## src/rtl/mips_pkg.sv

```systemverilog
// mips_pkg: opcode/funct constants and ALU operation encoding shared by the execute/memory slice
package mips_pkg;
    localparam logic [5:0] OP_RTYPE = 6'h00;
    localparam logic [5:0] OP_LW    = 6'h23;
    localparam logic [5:0] OP_SW    = 6'h2B;
    localparam logic [5:0] OP_BEQ   = 6'h04;
    localparam logic [5:0] OP_ADDI  = 6'h08;
    localparam logic [5:0] F_ADD    = 6'h20;
    localparam logic [5:0] F_SUB    = 6'h22;
    localparam logic [5:0] F_AND    = 6'h24;
    localparam logic [5:0] F_OR     = 6'h25;
    typedef enum logic [1:0] {
        ALU_ADD = 2'b00,
        ALU_SUB = 2'b01,
        ALU_AND = 2'b10,
        ALU_OR  = 2'b11
    } alu_op_e;
endpackage

```

## src/rtl/mips_dmem.sv

```systemverilog
// mips_dmem: word-addressed data memory, async clear, rising-edge write, combinational read
module mips_dmem #(
    parameter int DMEM_DEPTH = 64,
    parameter int DMEM_AW    = $clog2(DMEM_DEPTH)
) (
    input  logic               clk,
    input  logic               rst,
    input  logic               we,
    input  logic [DMEM_AW-1:0] idx,
    input  logic [31:0]        wdata,
    output logic [31:0]        rdata
);
    logic [31:0] mem_q [DMEM_DEPTH];
    logic [31:0] mem_d [DMEM_DEPTH];
    // next memory image: current contents with the addressed word replaced on a store
    always_comb begin
        mem_d = mem_q;
        if (we) mem_d[idx] = wdata;
    end
    // storage array; low reset wipes every word and blocks the write
    always_ff @(posedge clk or negedge rst) begin
        if (!rst) begin
            for (int i = 0; i < DMEM_DEPTH; i++) mem_q[i] <= '0;
        end else begin
            mem_q <= mem_d;
        end
    end
    assign rdata = mem_q[idx];
endmodule

```

## src/rtl/mips_exec_mem_unit.sv

```systemverilog
// mips_exec_mem_unit: single-cycle MIPS decode + ALU + data memory; DMEM_BOUNDS_CHECK_EN adds mem_fault
module mips_exec_mem_unit
    import mips_pkg::*;
#(
    parameter int DMEM_DEPTH = 64,
    parameter int DMEM_AW    = $clog2(DMEM_DEPTH)
) (
    input  logic        clk,
    input  logic        rst,
    input  logic [31:0] instr,
    input  logic [31:0] rs_data,
    input  logic [31:0] rt_data,
    output logic        reg_dst,
    output logic        reg_write,
    output logic        alu_src,
    output logic        mem_to_reg,
    output logic        mem_read,
    output logic        mem_write,
    output logic        branch,
    output logic [1:0]  alu_op,
`ifdef DMEM_BOUNDS_CHECK_EN
    output logic        mem_fault,
`endif
    output logic [31:0] alu_result,
    output logic        zero,
    output logic        branch_taken,
    output logic [31:0] mem_read_data,
    output logic [4:0]  write_reg,
    output logic [31:0] wb_data
);
    alu_op_e     op;
    logic [5:0]  funct;
    logic [31:0] imm;
    logic [31:0] opb;
    logic [31:0] rdata;
    logic        fault;
    logic        unused;
    assign funct = instr[5:0];
    // main controller: strobes and ALU op from opcode, R-type refined by funct
    always_comb begin
        reg_dst    = 1'b0;
        reg_write  = 1'b0;
        alu_src    = 1'b0;
        mem_to_reg = 1'b0;
        mem_read   = 1'b0;
        mem_write  = 1'b0;
        branch     = 1'b0;
        op         = ALU_ADD;
        case (instr[31:26])
            OP_RTYPE: begin
                reg_dst   = funct inside {F_ADD, F_SUB, F_AND, F_OR};
                reg_write = reg_dst;
                op        = funct == F_SUB ? ALU_SUB : funct == F_AND ? ALU_AND : funct == F_OR ? ALU_OR : ALU_ADD;
            end
            OP_LW: begin
                alu_src    = 1'b1;
                mem_to_reg = 1'b1;
                reg_write  = 1'b1;
                mem_read   = 1'b1;
            end
            OP_SW: begin
                alu_src   = 1'b1;
                mem_write = 1'b1;
            end
            OP_BEQ: begin
                branch = 1'b1;
                op     = ALU_SUB;
            end
            OP_ADDI: begin
                alu_src   = 1'b1;
                reg_write = 1'b1;
            end
            default: ;
        endcase
    end
    assign alu_op = op;
    assign imm    = {{16{instr[15]}}, instr[15:0]};
    assign opb    = alu_src ? imm : rt_data;
    // 32-bit wrap-around ALU
    always_comb begin
        alu_result = op == ALU_SUB ? rs_data - opb : op == ALU_AND ? rs_data & opb : op == ALU_OR ? rs_data | opb : rs_data + opb;
    end
    assign zero         = alu_result == '0;
    assign branch_taken = branch & zero;
`ifdef DMEM_BOUNDS_CHECK_EN
    assign mem_fault = (mem_read | mem_write) && alu_result[31:DMEM_AW+2] != '0;
    assign fault     = mem_fault;
    assign unused    = ^{instr[25:21], alu_result[1:0]};
`else
    assign fault     = 1'b0;
    assign unused    = ^{instr[25:21], alu_result[1:0], alu_result[31:DMEM_AW+2]};
`endif
    mips_dmem #(.DMEM_DEPTH(DMEM_DEPTH), .DMEM_AW(DMEM_AW)) u_dmem (
        .clk   (clk),
        .rst   (rst),
        .we    (mem_write & ~fault),
        .idx   (alu_result[DMEM_AW+1:2]),
        .wdata (rt_data),
        .rdata (rdata)
    );
    assign mem_read_data = mem_read && !fault ? rdata : '0;
    assign write_reg     = reg_dst ? instr[15:11] : instr[20:16];
    assign wb_data       = mem_to_reg ? mem_read_data : alu_result;
endmodule

```

## config.mk

```make
export PLATFORM = sky130hd
export DESIGN_NAME = mips_exec_mem_unit
export DESIGN_NICKNAME = d
export VERILOG_FILES = /design/src/rtl/mips_pkg.sv /design/src/rtl/mips_dmem.sv /design/src/rtl/mips_exec_mem_unit.sv
export SDC_FILE = /design/constraint.sdc
export NUM_CORES = 2
export LEC_CHECK = 0
export ABC_AREA = 0
export CAP_MARGIN = 20
export CORE_UTILIZATION = 40
export DETAILED_ROUTE_END_ITERATION = 10
export PLACE_DENSITY_LB_ADDON = 0.08
export SLEW_MARGIN = 0
export SYNTH_ARGS = -nofsm -noshare
export SYNTH_HDL_FRONTEND = slang
export SYNTH_HIERARCHICAL = 1
export SYNTH_SLANG_ARGS = --single-unit
export TNS_END_PERCENT = 50
```

## constraint.sdc

```tcl
create_clock -name clk -period 9.4 [get_ports clk]
set_input_delay 1.41 -clock clk [delete_from_list [all_inputs] [get_ports clk]]
set_output_delay 1.41 -clock clk [all_outputs]
set_load 0.03 [all_outputs]
```

# --- After elaboration in Yosys (flattened, before gate mapping) ---
# Index checks and enable logic that the tools add are counted.
op_classes:
  addsub: 2
  magnitude_cmp: 2
  n_eq_ne: 11
  mux: 23
  n_bitwise: 4
  reduce_logical: 6
op_table:
  columns: ["op", "count"]
  rows:
  - ["$bwmux W2048", 1]
  - ["$mux W32", 9]
  - ["$bmux W32 S6", 1]
  - ["$demux W32 S6", 1]
  - ["$eq A6 B6 Y1 const B", 6]
  - ["$add A32 B32 Y32", 1]
  - ["$and A32 B32 Y32", 1]
  - ["$logic_not A32 Y1", 1]
  - ["$or A32 B32 Y32", 1]
  - ["$sub A32 B32 Y32", 1]
  - ["$ge A7 B7 Y1 const B", 1]
  - ["$lt A7 B1 Y1 const B", 1]
  - ["$not A6 Y7", 1]
  - ["$eq A6 B3 Y1 const B", 1]
  - ["$eq A6 B4 Y1 const B", 1]
  - ["$logic_not A6 Y1", 1]
  - ["$mux W2", 3]
  - ["$mux W1", 5]
  - ["$mux W5", 1]
  - ["$eq A2 B2 Y1 const B", 2]
  - ["$pmux W2 S2", 1]
  - ["$reduce_bool A4 Y1", 1]
  - ["$reduce_or A3 Y1", 1]
  - ["$eq A2 B1 Y1 const B", 1]
  - ["4 further kinds", 4]
word_totals:
  regBits: 2048
  in_bits: 98
  output_inout_bits: 112

# --- Logic depth before layout (Yosys ltp) ---
logic_depth:
  ltp_word: 15
  depth_mapped: 28
  ltp_nobuf: 23

# --- Modules after synthesis ---
# Netlist, hierarchy kept.
by_module_without_submodules:
  columns: ["mod", "instances", "cells_per_inst", "area_per_inst_um2", "seq_area_each_um2"]
  rows:
  - ["mips_dmem", 1, 6808, 92236.0, 51249.2]
  - ["mips_exec_mem_unit", 1, 1114, 6887.9, 0.0]

# --- Worst setup path before layout ---
# No wires, ideal clock.
synth_timing:
  path_type: "input to output"
  from: "input port instr[27]"
  to: "output port wb_data[20]"
  arrival_ns: 7.313
  required_time_ns: 7.990
  setup_slack_ns: 0.677
  cell_stages: 27
  path_buffers: 5
  path_cell_list: "nor3_1 > and2_1 > o21ai_1 > clkinv_1 > clkbuf_1 > nand2_1 > nand2_1 > inv_1 > ha_1 > buf_2 > inv_1 > a2111oi_0 > a21oi_1 > nand2_1 > o221ai_1 > a211oi_1 > clkbuf_1 > nor2b_1 > buf_2 > nand2_1 > buf_2 > o22ai_1 > a211oi_1 > a21oi_1 > or4_1 > and2_1 > o21bai_1"
synth_between:
  elab_chain_cells: 14
  elab_cells_between_ends: 26
  cone_classes: "add/sub: 2; eq/ne: 7; mux: 12; bitwise: 3; reduce/logical: 2"
synth_lines:
  columns: ["item", "line", "rtl"]
  rows:
  - ["start: declaration", "mips_exec_mem_unit.sv:10", "input logic [31:0] instr,"]
  - ["$eq A6 B6 Y1 / $eq A6 B4 Y1 (equally long branches)", "mips_exec_mem_unit.sv:49", "case (instr[31:26])"]
  - ["$reduce_or A3 Y1 (no line) *", null, null]
  - ["$mux W1 *", "mips_exec_mem_unit.sv:49", null]
  - ["named net alu_src", "mips_exec_mem_unit.sv:15", "output logic alu_src,"]
  - ["$mux W32 *", "mips_exec_mem_unit.sv:78", "assign opb = alu_src ? imm : rt_data;"]
  - ["$add A32 B32 Y32 / $or A32 B32 Y32 (equally long branches)", "mips_exec_mem_unit.sv:81", "alu_result = op == ALU_SUB ? rs_data - opb : op == ALU_AND ? rs_data & opb : op == ALU_OR ? rs_data | opb : rs ..."]
  - ["$mux W32 (2 in series)", "mips_exec_mem_unit.sv:81", null]
  - ["$mux W32 *", "mips_exec_mem_unit.sv:81", null]
  - ["named net alu_result[7]", "mips_exec_mem_unit.sv:24", "output logic [31:0] alu_result,"]
  - ["$not A6 Y7 (not written as such) *", "mips_dmem.sv:28", "assign rdata = mem_q[idx];"]
  - ["$bmux W32 S6 *", "mips_dmem.sv:28", null]
  - ["$mux W32 (not written as such) * (2 in series)", "mips_dmem.sv:28", null]
  - ["named net rdata[20]", "mips_exec_mem_unit.sv:35", "logic [31:0] rdata;"]
  - ["$mux W32 *", "mips_exec_mem_unit.sv:101", "assign mem_read_data = mem_read && !fault ? rdata : '0;"]
  - ["named net mem_read_data[20]", "mips_exec_mem_unit.sv:27", "output logic [31:0] mem_read_data,"]
  - ["$mux W32 *", "mips_exec_mem_unit.sv:103", "assign wb_data = mem_to_reg ? mem_read_data : alu_result;"]
  - ["end: declaration", "mips_exec_mem_unit.sv:29", "output logic [31:0] wb_data"]
# The timed path passes the listed nets; every way through them passes the cells marked *. The select of a mux whose other input is x is not followed.

# --- Worst setup path after layout ---
layout_timing:
  from: "input port instr[26]"
  to: "output port wb_data[13]"
layout_between:
  elab_chain_cells: 14
  elab_cells_between_ends: 26
  cone_classes: "add/sub: 2; eq/ne: 7; mux: 12; bitwise: 3; reduce/logical: 2"
layout_lines:
  columns: ["item", "line"]
  rows:
  - ["$eq A6 B6 Y1 / $eq A6 B4 Y1 (equally long branches)", "mips_exec_mem_unit.sv:49"]
  - ["$reduce_or A3 Y1 (no line)", null]
  - ["$mux W1", "mips_exec_mem_unit.sv:49"]
  - ["$mux W32", "mips_exec_mem_unit.sv:78"]
  - ["$add A32 B32 Y32 / $or A32 B32 Y32 (equally long branches)", "mips_exec_mem_unit.sv:81"]
  - ["$mux W32 (2 in series)", "mips_exec_mem_unit.sv:81"]
  - ["$mux W32 *", "mips_exec_mem_unit.sv:81"]
  - ["$not A6 Y7 (not written as such) *", "mips_dmem.sv:28"]
  - ["$bmux W32 S6 *", "mips_dmem.sv:28"]
  - ["$mux W32 (not written as such) * (2 in series)", "mips_dmem.sv:28"]
  - ["named net rdata[13]", "mips_exec_mem_unit.sv:35"]
  - ["$mux W32 *", "mips_exec_mem_unit.sv:101"]
  - ["$mux W32 *", "mips_exec_mem_unit.sv:103"]
# Marked as above.

==> parameters.txt <==
Parameter                              Value

Run status
  Result of the run ... finished, final reports clean

Clock network
  Post-CTS Hold Fix Bufs ... 0
  TritonCTS clock tree ... built
  Clock latency on the worst-skew pair ... between 0.9 and 1 ns
  CTS root buf ... sky130_fd_sc_hd__clkbuf_16
  Clk slew on worst S/H paths ... approximately 0.060 ns
  Number of clock sinks seen by CTS ... 2048
  Maximum buffer depth of the clock tree ... 3
  Number of H-tree branching levels ... 4
  CTS buffer count ... around 220

STA
  Slew at the pin closest to its max-slew limit ... ~1.1 ns
  Period utilisation layout ... between 90% and 100%
  Final hold violation count ... 0
  Tightest slew margin relative to the limit ... 23.7%
  Worst hold slack ... slightly below 0.5 ns
  Setup TNS ... 0 ns
  Clock Skews ... 0 ns
  Final-report max-slew violation count ... 0
  Final worst setup slack ... 0.204 ns
  Setup-violating endpoint count in the final report ... 0
  Shortest clock period the worst path allows after layout ... just over 9 ns
  Max Clock Freq ... 0.109 GHz

Flow run
  Max-cap viol count ... 0

Placed design
  Pre-CTS setup slack ... ~0.077 ns
  Detail Placement HPWL ... 236 mm
  Port Buffers ... roughly 200
  Placed cell area ... roughly 110000 um2
  Routability congestion estimate ... between 0.8 and 0.9

GRT
  Global-route wire length before repair ... ~530 mm
  M1 GR Usage ... between 40% and 50%
  Pin count of the biggest net entering global routing ... approximately 170
  Global-route usage over all layers ... 28.9%
  Remaining Overflow, GRT ... 0
  Most crowded layer after global routing ... met2
  GRT met2 Usage ... 46.3%
  Met3 usage in global routing ... between 4 and 5%
  Via count of the first global-routing pass ... just over 70000
  Initial antenna violation count ... 30

Cells and area
  Register with the most flip-flops ... u_dmem/mem_q
  Final net count ... 8293
  Proportion of layout cells with a drive suffix above 1 ... between 30% and 40%
  Area added between synthesis and finish ... 15.8%
  Final instance area ... between 100000 and 150000 um2
  Max FFs per register ... slightly above 2000
  End-of-flow core utilization ... a little under half
  Top Registers ... u_dmem/mem_q: 2048 flops

Detailed routing
  Total Wirelength ... ~360 mm
  Number of nets with antenna violations after routing ... 0
  Post-DR wirelength/cell ... between 30 and 40 um
  DRC marker count from the first detailed-route iteration ... 5982
  DR vias/cell ... 6.03
  Number of iterations in the first detailed-routing pass ... 5
  Total via count in the routed design ... approximately 70000
  Remaining design rule violation count ... 0

Worst hold path
  Class of the tightest hold or removal check ... register to register

Pwr
  Maximum resistive drop on vdd ... between 0.0002 and 0.00025 V
  Leakage ... approximately 55 nW
  Power per unit of standard cell area ... ~200 nW/um2

Die
  X dimension of the die ... between 400 and 500 um
  Core region area ... approximately 250000 um2
  Number of standard-cell rows in the floorplan ... 182
  Vertical extent of the die ... about 500 um
  Initial cell density of the core ... approximately 40%
  Ports placed on the boundary ... 210
  Die Footprint ... ~250000 um2

Critical path
  Endpoint required time on the critical path ... 7.99 ns
  CP Launch Type ... input pin
  Nature of the critical path endpoint ... output port
  Worst-path maximum fanout ... 17
  Critical path start-end classification ... input pin to output port
  Data arrival time at the worst-slack endpoint ... 7.79 ns

Logic synthesis
  Number of standard cells after synthesis ... around 7900
  Mean area per synthesized cell ... 12.5 um2
  Share of synthesized area occupied by flip-flops and latches ... between 50% and 60%
  Top_reg_cell synth ... sky130_fd_sc_hd__dfrtp_1
  Number of warnings issued by yosys ... 6
  Distinct cells, synth ... 100
  Synthesized cell area ... between 90000 and 100000 um2
  Async SR Flop Fraction ... 100%
  Syn_nets ... 8135
  Number of flops mapped to enable cells by yosys ... 0
  Register bit total from synthesis ... about 2000
-- path summary, 6_finish.rpt --
check                                        start                  to  slack, ns  cells after the start
worst min register to register  u_dmem/mem_q[1929]  u_dmem/mem_q[1929]       0.48                      1
worst max-delay path                     instr[26]         wb_data[13]       0.20                     27
worst max register to register  u_dmem/mem_q[1924]  u_dmem/mem_q[1924]       8.61                      1
max in group asynchronous                      rst   u_dmem/mem_q[673]       6.54                      3
worst min-delay path            u_dmem/mem_q[1929]  u_dmem/mem_q[1929]       0.48                      1
min in group asynchronous                      rst  u_dmem/mem_q[1984]       0.49                      1
-- power by group --
part | internal [mW] | total [mW] | switching (mW)
Clock | 5.11 | 8.87 | 3.76
Combinational | 1.51 | 4.82 | 3.30
Sequential | 9.00 | 9.08 | 0.0861
Total | 15.6 | 22.8 | 7.16
-- kinds of logic (layout without fill, tap and decap cells) --
| family | count (synthesis) | after routing | synth area share, % |
|---|---|---|---|
| AOI/OAI and AO/OA | 1746 | 1747 | 12.4 |
| xor gates and xnor gates | 21 | 21 | 0.186 |
| adders and majority gates | 115 | 115 | 1.47 |
| buffers and inverters | 923 | 1260 | 4.09 |
| DFF | 2048 | 2048 | 51.7 |
| muxes | 2262 | 2262 | 26.3 |
| other | 0 | 8 | 0 |
| and+or+nand+nor | 807 | 807 | 3.90 |
-- Yosys cell counts (32+ instances only) --
| cell | number | area (um2) |
|---|---|---|
| sky130_fd_sc_hd__nand3_1 | 45 | 225 |
| sky130_fd_sc_hd__buf_1 | 158 | 593 |
| sky130_fd_sc_hd__o21ai_0 | 190 | 951 |
| sky130_fd_sc_hd__clkbuf_1 | 339 | 1270 |
| sky130_fd_sc_hd__a211oi_1 | 38 | 285 |
| sky130_fd_sc_hd__o22ai_1 | 93 | 582 |
| sky130_fd_sc_hd__dfrtp_1 | 2048 | 51200 |
| sky130_fd_sc_hd__mux2_2 | 2068 | 23300 |
| sky130_fd_sc_hd__ha_1 | 113 | 1410 |
| sky130_fd_sc_hd__a22oi_1 | 428 | 3210 |
| sky130_fd_sc_hd__a221oi_1 | 281 | 2460 |
| sky130_fd_sc_hd__nor2_1 | 206 | 773 |
| sky130_fd_sc_hd__o211ai_1 | 36 | 270 |
| sky130_fd_sc_hd__nand2_1 | 281 | 1050 |
| sky130_fd_sc_hd__mux2i_1 | 116 | 1160 |
| sky130_fd_sc_hd__and2_1 | 42 | 263 |
| sky130_fd_sc_hd__a21oi_1 | 367 | 1840 |
| sky130_fd_sc_hd__nor4_1 | 32 | 200 |
| sky130_fd_sc_hd__buf_4 | 44 | 330 |
| sky130_fd_sc_hd__buf_2 | 264 | 1320 |
| sky130_fd_sc_hd__mux4_2 | 63 | 1420 |
| sky130_fd_sc_hd__inv_1 | 100 | 375 |
| sky130_fd_sc_hd__a22o_1 | 55 | 482 |
-- what timing repair did --
action                     CTS  global route
gates resized for setup      0            24
setup endpoints to repair    0            28
setup buffers                0             6
-- per-layer routing --
| layer | part of all wire [%] | wire, um | up-vias |
|---|---|---|---|
| met4 | 2.3 | 8480 | 6 |
| met2 | 46 | 169000 | 2062 |
| met5 | 0.0094 | 34 | - |
| li1 | - | - | 29800 |
| met3 | 5.5 | 19900 | 438 |
| met1 | 46 | 166000 | 37500 |
-- placed cells by master, fill, tap and decap left out, types with 106 or more instances in the layout --
master,Yosys,routed
sky130_fd_sc_hd__clkbuf_16,0,225
sky130_fd_sc_hd__buf_4,44,512
sky130_fd_sc_hd__ha_1,113,113
sky130_fd_sc_hd__o21ai_0,190,188
sky130_fd_sc_hd__mux2_2,2068,2068
sky130_fd_sc_hd__a221oi_1,281,281
sky130_fd_sc_hd__a22oi_1,428,428
sky130_fd_sc_hd__mux2i_1,116,115
sky130_fd_sc_hd__dfrtp_1,2048,2048
sky130_fd_sc_hd__clkdlybuf4s50_1,0,106
sky130_fd_sc_hd__nand2_1,281,246
sky130_fd_sc_hd__a21oi_1,367,365
sky130_fd_sc_hd__nor2_1,206,172
-- critical path: stages --
cell and delay [ns]:
sky130_fd_sc_hd__clkdlybuf4s50_1 0.52, sky130_fd_sc_hd__nor3_2 0.08, sky130_fd_sc_hd__and2_1 0.18, sky130_fd_sc_hd__o21ai_2 0.23, sky130_fd_sc_hd__buf_4 0.22, sky130_fd_sc_hd__nand2_1 0.06, sky130_fd_sc_hd__nand2_1 0.11, sky130_fd_sc_hd__ha_1 0.19
sky130_fd_sc_hd__inv_1 0.08, sky130_fd_sc_hd__fa_1 0.44, sky130_fd_sc_hd__nand2b_1 0.22, sky130_fd_sc_hd__a21oi_1 0.19, sky130_fd_sc_hd__xnor2_1 0.13, sky130_fd_sc_hd__o22ai_1 0.11, sky130_fd_sc_hd__a22o_4 0.38, sky130_fd_sc_hd__nor2_4 0.92
sky130_fd_sc_hd__buf_12 0.25, sky130_fd_sc_hd__buf_4 0.25, sky130_fd_sc_hd__a22oi_1 0.10, sky130_fd_sc_hd__a21oi_1 0.14, sky130_fd_sc_hd__o21ai_0 0.32, sky130_fd_sc_hd__and4_1 0.31, sky130_fd_sc_hd__nand3_1 0.15, sky130_fd_sc_hd__buf_4 0.26
sky130_fd_sc_hd__nor2_1 0.08, sky130_fd_sc_hd__nor2_1 0.21, sky130_fd_sc_hd__buf_12 0.15
-- area by class of cell --
cell class              count  area (um2)
clock inverters            54         781
diodes                      8        20.0
fillers                 22200      131000
inverters                 106         398
repair buffers            748        7050
flip-flops and latches   2048       51200
clock buffers             352        6730
multi-input cells        4952       44400
well taps                3312        4140
-- through the flow --
stage / power [mW] / std cells
after floorplan: 11.4 / 7922
after global placement: 13.9 / 11200
after detailed placement: 14.0 / 11200
after CTS: 22.9 / 11600
after global routing: 23.6 / 11600
final: 22.8 / 11600
(Power assumes the default switching activity.)
